**src/rtl/window_gen_3x3_if.sv**
```systemverilog
// Pixel stream in, 3x3 window plus strobes and position counters out.
// The master drives pixels; the slave is the window generator.
interface window_gen_3x3_if;
    logic              pix_valid;
    logic signed [7:0] pix_in;
    logic signed [7:0] window [0:8];
    logic              win_valid;
    logic              frame_done;
    logic [9:0]        row_idx;
    logic [9:0]        col_idx;

    modport master (
        output pix_valid, pix_in,
        input  window, win_valid, frame_done, row_idx, col_idx
    );

    modport slave (
        input  pix_valid, pix_in,
        output window, win_valid, frame_done, row_idx, col_idx
    );
endinterface

```
**src/rtl/window_gen_3x3.sv**
```systemverilog
// Streaming 3x3 window generator: two line buffers hold rows r-2 and r-1,
// and a 3x3 shift register forms the neighbourhood ending at the latest pixel.
module window_gen_3x3 #(
    parameter int IMG_W = 28,
    parameter int IMG_H = 28
) (
    input  logic             clk,
    input  logic             rst,
    window_gen_3x3_if.slave  win_if
);
    localparam int         AW       = (IMG_W > 1) ? $clog2(IMG_W) : 1;
    localparam logic [9:0] LAST_COL = 10'(IMG_W - 1);
    localparam logic [9:0] LAST_ROW = 10'(IMG_H - 1);

    logic              accept;
    logic [9:0]        col_q, col_d;
    logic [9:0]        row_q, row_d;
    logic [AW-1:0]     addr;
    logic signed [7:0] lb_top [0:IMG_W-1];
    logic signed [7:0] lb_mid [0:IMG_W-1];
    logic signed [7:0] top_rd, mid_rd;
    logic signed [7:0] new_col [0:2];
    logic signed [7:0] win_q [0:8];
    logic              win_valid_q;
    logic              frame_done_q;

    assign accept = win_if.pix_valid;
    assign addr   = col_q[AW-1:0];
    assign top_rd = lb_top[addr];
    assign mid_rd = lb_mid[addr];

    assign new_col[0] = top_rd;
    assign new_col[1] = mid_rd;
    assign new_col[2] = win_if.pix_in;

    always_comb begin
        col_d = col_q;
        row_d = row_q;
        if (accept) begin
            if (col_q == LAST_COL) begin
                col_d = '0;
                row_d = (row_q == LAST_ROW) ? 10'd0 : row_q + 10'd1;
            end else begin
                col_d = col_q + 10'd1;
            end
        end
    end

    // Line buffers are never cleared; row/col gating keeps stale data hidden.
    always_ff @(posedge clk) begin
        if (!rst && accept) begin
            lb_top[addr] <= mid_rd;
            lb_mid[addr] <= win_if.pix_in;
        end
    end

    always_ff @(posedge clk) begin
        if (rst) begin
            for (int i = 0; i < 9; i++) begin
                win_q[i] <= '0;
            end
        end else if (accept) begin
            for (int i = 0; i < 3; i++) begin
                win_q[3*i]     <= win_q[3*i + 1];
                win_q[3*i + 1] <= win_q[3*i + 2];
                win_q[3*i + 2] <= new_col[i];
            end
        end
    end

    always_ff @(posedge clk) begin
        if (rst) begin
            col_q        <= '0;
            row_q        <= '0;
            win_valid_q  <= 1'b0;
            frame_done_q <= 1'b0;
        end else begin
            col_q        <= col_d;
            row_q        <= row_d;
            win_valid_q  <= accept && (row_q >= 10'd2) && (col_q >= 10'd2);
            frame_done_q <= accept && (row_q == LAST_ROW) && (col_q == LAST_COL);
        end
    end

    generate
        for (genvar gi = 0; gi < 9; gi++) begin : g_win_out
            assign win_if.window[gi] = win_q[gi];
        end
    endgenerate

    assign win_if.win_valid  = win_valid_q;
    assign win_if.frame_done = frame_done_q;
    assign win_if.row_idx    = row_q;
    assign win_if.col_idx    = col_q;
endmodule

```
**src/flat_wrapper.sv**
```systemverilog
// flat-port wrapper written by rule: the top's interface ports become plain ports
module window_gen_3x3_flat 
#(
    parameter int IMG_W = 28,
    parameter int IMG_H = 28
)
  (clk, rst, win_if_pix_valid, win_if_pix_in, win_if_window, win_if_win_valid, win_if_frame_done, win_if_row_idx, win_if_col_idx);
  window_gen_3x3_if win_if_i ();
  input  logic clk;
  input  logic rst;
  input wire logic [$bits(win_if_i.pix_valid)-1:0] win_if_pix_valid;
  input wire logic [$bits(win_if_i.pix_in)-1:0] win_if_pix_in;
  output wire logic [$bits(win_if_i.window)-1:0] win_if_window;
  output wire logic [$bits(win_if_i.win_valid)-1:0] win_if_win_valid;
  output wire logic [$bits(win_if_i.frame_done)-1:0] win_if_frame_done;
  output wire logic [$bits(win_if_i.row_idx)-1:0] win_if_row_idx;
  output wire logic [$bits(win_if_i.col_idx)-1:0] win_if_col_idx;
  assign win_if_i.pix_valid = win_if_pix_valid;
  assign win_if_i.pix_in = win_if_pix_in;
  assign win_if_window = {>>{win_if_i.window}};
  assign win_if_win_valid = win_if_i.win_valid;
  assign win_if_frame_done = win_if_i.frame_done;
  assign win_if_row_idx = win_if_i.row_idx;
  assign win_if_col_idx = win_if_i.col_idx;
  window_gen_3x3 #(.IMG_W(IMG_W), .IMG_H(IMG_H)) u_core (.clk(clk), .rst(rst), .win_if(win_if_i));
endmodule
```
**config.mk**
```make
export PLATFORM = sky130hd
export DESIGN_NAME = window_gen_3x3_flat
export DESIGN_NICKNAME = d
export VERILOG_FILES = /design/src/rtl/window_gen_3x3_if.sv /design/src/rtl/window_gen_3x3.sv /design/src/flat_wrapper.sv
export SDC_FILE = /design/constraint.sdc
export NUM_CORES = 1
export LEC_CHECK = 0
export CORE_MARGIN = 5
export CORE_UTILIZATION = 45
export CTS_BUF_LIST = sky130_fd_sc_hd__clkbuf_8 sky130_fd_sc_hd__clkbuf_16
export CTS_CLUSTER_DIAMETER = 30
export DETAILED_ROUTE_END_ITERATION = 12
export GPL_ROUTABILITY_DRIVEN = 0
export HOLD_SLACK_MARGIN = 0.12
export SLEW_MARGIN = 15
export SYNTH_ARGS = -nofsm -noshare
export SYNTH_HDL_FRONTEND = slang
export SYNTH_SLANG_ARGS = --single-unit
```
**constraint.sdc**
```tcl
create_clock -name clk -period 9.4 [get_ports clk]
set_clock_uncertainty 0.15 [all_clocks]
set_input_delay 1.88 -clock clk [delete_from_list [all_inputs] [get_ports clk]]
set_output_delay 1.88 -clock clk [all_outputs]
set_load 0.01 [all_outputs]
```
* Yosys cells after proc, flatten, opt, wreduce, memory -nomap -nowiden
Memories as Yosys holds them, arrays and structs flattened. A register that Yosys moved wholly into a read port is not among the register bits.
Cells that the tools add are included.
** Word-level totals
- Bits in registers :: 22
- Bits in writable memories :: 520
- Output and inout port bits :: 94
- Memories :: 3
** Memories
- u_core.lb_mid :: words 28, width 8, read ports 1, clocked after Yosys merged registers in 1, write ports 1, RTL line window_gen_3x3.sv:20 : logic signed [7:0] lb_mid [0:IMG_W-1];
- u_core.lb_top :: words 28, width 8, read ports 1, clocked after Yosys merged registers in 1, write ports 1, RTL line window_gen_3x3.sv:19 : logic signed [7:0] lb_top [0:IMG_W-1];
- u_core.win_q :: words 9, width 8, read ports 9, clocked after Yosys merged registers in 0, write ports 9, RTL line window_gen_3x3.sv:23 : logic signed [7:0] win_q [0:8];
** Operators by class
- Add/subtract/negate cells :: 2
- $lt $le $gt $ge :: 2
- Eq/ne operators :: 2
- Mux-type cells :: 22
- Bitwise logic cells :: 9
- Reductions and logical operators :: 7
** Operators with widths (count)
- 8-bit two-way mux :: 9
- 10-bit by 1-bit adder with 10-bit output (second input constant) :: 2
- 10-bit by 5-bit == test with 1-bit output (second input constant) :: 2
- 10-bit by 2-bit >= comparator with 1-bit output (second input constant) :: 2
- 10-bit two-way mux :: 2
- 5-bit two-way mux :: 4
- 1-bit bitwise OR :: 9
- 1-bit two-way mux :: 7
- 1-bit logical AND :: 5
- 2-bit AND reduction :: 1
- 1-bit logical NOT :: 1

* Depth between registers and ports, before layout
- Word-level depth :: 4
- Depth in mapped cells :: 8
- Mapped depth without buffers :: 5

* Worst setup path before layout
No wires, ideal clock.
- Path kind :: input port to flip-flop
- From :: input port win_if_pix_valid
- To :: memory u_core.lb_mid[24][0], enable pin
- Setup time :: 0.388 ns
- Data arrival time :: 3.425 ns
- Data required time :: 8.862 ns
- Slack :: 5.436 ns
- Cell stages on the path :: 5
- Buffers on the path :: 2
- Path through :: clkbuf_1 > nor2b_1 > clkbuf_1 > nand2_1 > nor2_1
** Between the ends
- Cells in the longest elaborated chain, start to end :: 3
** Ends and longest elaborated chain
- start: declaration :: RTL line flat_wrapper.sv:11 : input wire logic [$bits(win_if_i.pix_valid)-1:0] win_if_pix_valid;
- 1-bit logical AND :: RTL line window_gen_3x3.sv:51 : if (!rst && accept) begin
- 1-bit two-way mux :: RTL line window_gen_3x3.sv:51
- 1-bit two-way mux (not written as such) :: RTL line window_gen_3x3.sv:53 : lb_mid[addr] <= win_if.pix_in;
- end: declaration :: RTL line window_gen_3x3.sv:20
Every way passes these cells.

* Worst setup path after layout
- From :: input port win_if_pix_valid
- To :: memory u_core.lb_mid[13][4], enable pin
Same word-level chain as after synthesis.

==> metrics.txt <==
critical path peak fanout 58; CP Data Required Time 9.54 ns; initial antenna violation count 1; final setup vio count 0; Clock Root Buffer clkbuf_16; grt ovf 0; Worst Max-Slew Pin Slew 1.065 ns; final hold vios 0; fmax 0.2360 GHz; Synth area leader edfxtp_1; Worst Setup Start Kind input pin; DP Wirelength 29640 um; Worst Setup End Kind flip-flop; Vert. Die Dim 226.8 um; Initial DRC Count 1096; synthesized instance count 1130; I/O Pins 105; CTS clk-pin slew, worst paths 0.05 ns; WL per Instance 24.64 um; Cell variety after synth 47; Comb pwr share 0.040; Post-CTS Setup Bufs 0; final wirelength 49810 um; peak supply drop 0.1478 mV; Final Max Slew Viols 0; global-route wire length before repair 74770 um; Tmin final 4.238 ns; Final period util 0.4509; Sw Pwr 1430 uW; Worst Hold Class reg -> reg; Via density 5.571; cell area after synthesis 21160 um^2; Slew Limit Headroom 0.2883; Crit Path Class in -> reg; Post-synth EDFFs 520; main flop type after synthesis edfxtp_1; H-tree Lvls 3; #FFs+latches synth 547; post-synthesis sequential area ratio 0.7636; Int Pwr 5635 uW; Pwr Density 262.0 nW/um^2; CTS buffer count 106; ratio of cells with drive above 1 in the final layout 0.2410; synth top area cells edfxtp_1 (74%), mux4_2 (8.3%), mux2i_1 (3.4%), dfxtp_1 (2.6%), and2_1 (1.8%); Lkg Pwr 0.008905 uW; Max Root-Sink Buffers 3; Ant. Diodes 0; largest net degree at the start of global routing 82; Final #Nets 1343; worst hold margin 0.3639 ns; # resized after CTS 0; GRT Resource Usage Total 0.1970; share of Yosys cell area claimed by the top area cell type 0.7381; syn_nets 1147; # DRC 0; Port Buffers 104; Flop pwr share 0.390; via count 11.27k; DRT antenna net count 0; Worst EP arrival 4.38 ns; vias in the first global route 11.56k; clock latency on the worst-skew pair 0.62 ns; outcome completed; Setup TNS Final 0 ns; # hold bufs at CTS 0; Syn Area/Cell 18.72 um^2; Initial Utilization 0.4544; die area 51450 um^2; core area 46560 um^2; Max-Cap Viols 0; Clk pwr share 0.570; sw frac 0.2024; clock tree from TritonCTS yes; num rows 79; Die Width 226.8 um; asr flop ratio synth 0; clock tree sinks 547; total number of yosys warnings 0; 1st-pass router iterations 6; RSZ-0062 raised after global routing false; Area growth syn-to-layout 27.47%
-- cells by family after synthesis --
group	count (synthesis)	share of synthesized area
XOR/XNOR	8	0.003312
flip-flops	547	0.7636
adder cells (fa/ha/maj)	6	0.003548
AND/OR/NAND/NOR	228	0.05837
multiplexers	155	0.1198
buffers and inverters	70	0.01431
AO/OA/AOI/OAI	116	0.03702
-- cell usage in the layout, fill, tap and decap left out, types with 4 or more instances in the layout --
cell type	n
o31ai_1	4
nand3_1	25
a31o_2	6
xor2_1	6
a21oi_1	24
buf_4	45
a211oi_1	6
clkinv_4	8
and2_1	60
a221oi_1	6
and3_1	7
clkinv_2	18
dfxtp_1	24
edfxtp_1	520
or4_1	4
a22oi_1	28
nand2_1	32
o22ai_1	4
nor2_1	42
a31oi_1	11
nand2b_1	13
inv_1	13
clkinv_1	6
clkbuf_16	110
nor2b_1	10
mux2_2	6
ha_1	6
clkdlybuf4s50_1	102
or3_1	11
inv_6	5
mux2i_1	71
o21ai_0	15
mux4_2	78
bufinv_16	24
clkinvlp_4	18
-- routing by layer --
metal	up-vias	wire (um)	track usage
met5	-	0	0
met4	0	1077	0.06443
met3	65	3596	0.04143
met2	432	23550	0.3031
met1	5799	21600	0.2849
li1	4969	-	-
-- power groups by stage --
stage | sequential (uW) | clock [uW] | combinational (uW)
after floorplan | 2790 | 0 | 140
after global placement | 2800 | 0 | 282
after detailed placement | 2800 | 0 | 286
after CTS | 2750 | 4080 | 287
after global routing | 2750 | 4220 | 303
final | 2750 | 4030 | 283
-- flip-flops by register name (all words and copies together) (netlist names), named ones only --
signal / cells
u_core.win_q: 72
u_core.win_if.frame_done: 1
u_core.lb_mid: 224
u_core.win_if.win_valid: 1
u_core.win_if.row_idx: 10
u_core.win_if.col_idx: 10
u_core.lb_top: 224
-- final timing paths --
| kind | start | end | slack (ns) | cells past startpoint |
|---|---|---|---|---|
| min | u_core.win_if.col_idx[9] | u_core.win_if.col_idx[9] | 0.36 | 2 |
| max | win_if_pix_valid | u_core.lb_mid[13][4] | 5.16 | 6 |
| min reg2reg | u_core.win_if.col_idx[9] | u_core.win_if.col_idx[9] | 0.36 | 2 |
| max reg2reg | flip-flop | u_core.lb_top[15][0] | 5.37 | 5 |
-- cells in the mapped netlist (11+ instances only) --
cell type / count
a21oi_1: 24
a22oi_1: 28
a31oi_1: 11
and2_1: 60
buf_2: 23
clkbuf_1: 35
dfxtp_1: 27
edfxtp_1: 520
mux2i_1: 71
mux4_2: 78
nand2_1: 32
nand2b_1: 13
nand3_1: 26
nor2_1: 44
nor2b_1: 11
o21ai_0: 15
or3_1: 11
-- critical path, cell delays in order --
cell and delay, ns:
clkdlybuf4s50_1 0.67, nor2b_4 0.31, buf_4 0.42, nand2_1 0.31, nor2_1 0.47, buf_4 0.30
-- per-stage QoR --
| step | setup slack (ns) | util | instance area, um^2 | power, uW | cells |
|---|---|---|---|---|---|
| after floorplan | 5.436 | - | 21160 | 2934 | 1130 |
| after detailed placement | 4.454 | 0.4954 | 23070 | 3085 | 1825 |
| final | 5.162 | 0.5793 | 26970 | 7065 | 2022 |
| after CTS | 5.069 | 0.5792 | 26960 | 7124 | 2022 |
| after global routing | 4.855 | 0.5793 | 26970 | 7273 | 2022 |
| after global placement | 4.554 | 0.4953 | 23060 | 3080 | 1825 |
-- cell type report --
cell class,count,area [um^2]
multi-input combinational,513,4728
timing repair buffer,150,1389
clock buffer,112,2780
clock inverter,85,1117
fill,3529,19590
sequential,547,16160
inverter,8,30.03
tap,607,759.5
No activity file was read; power rests on OpenSTA's default activity.
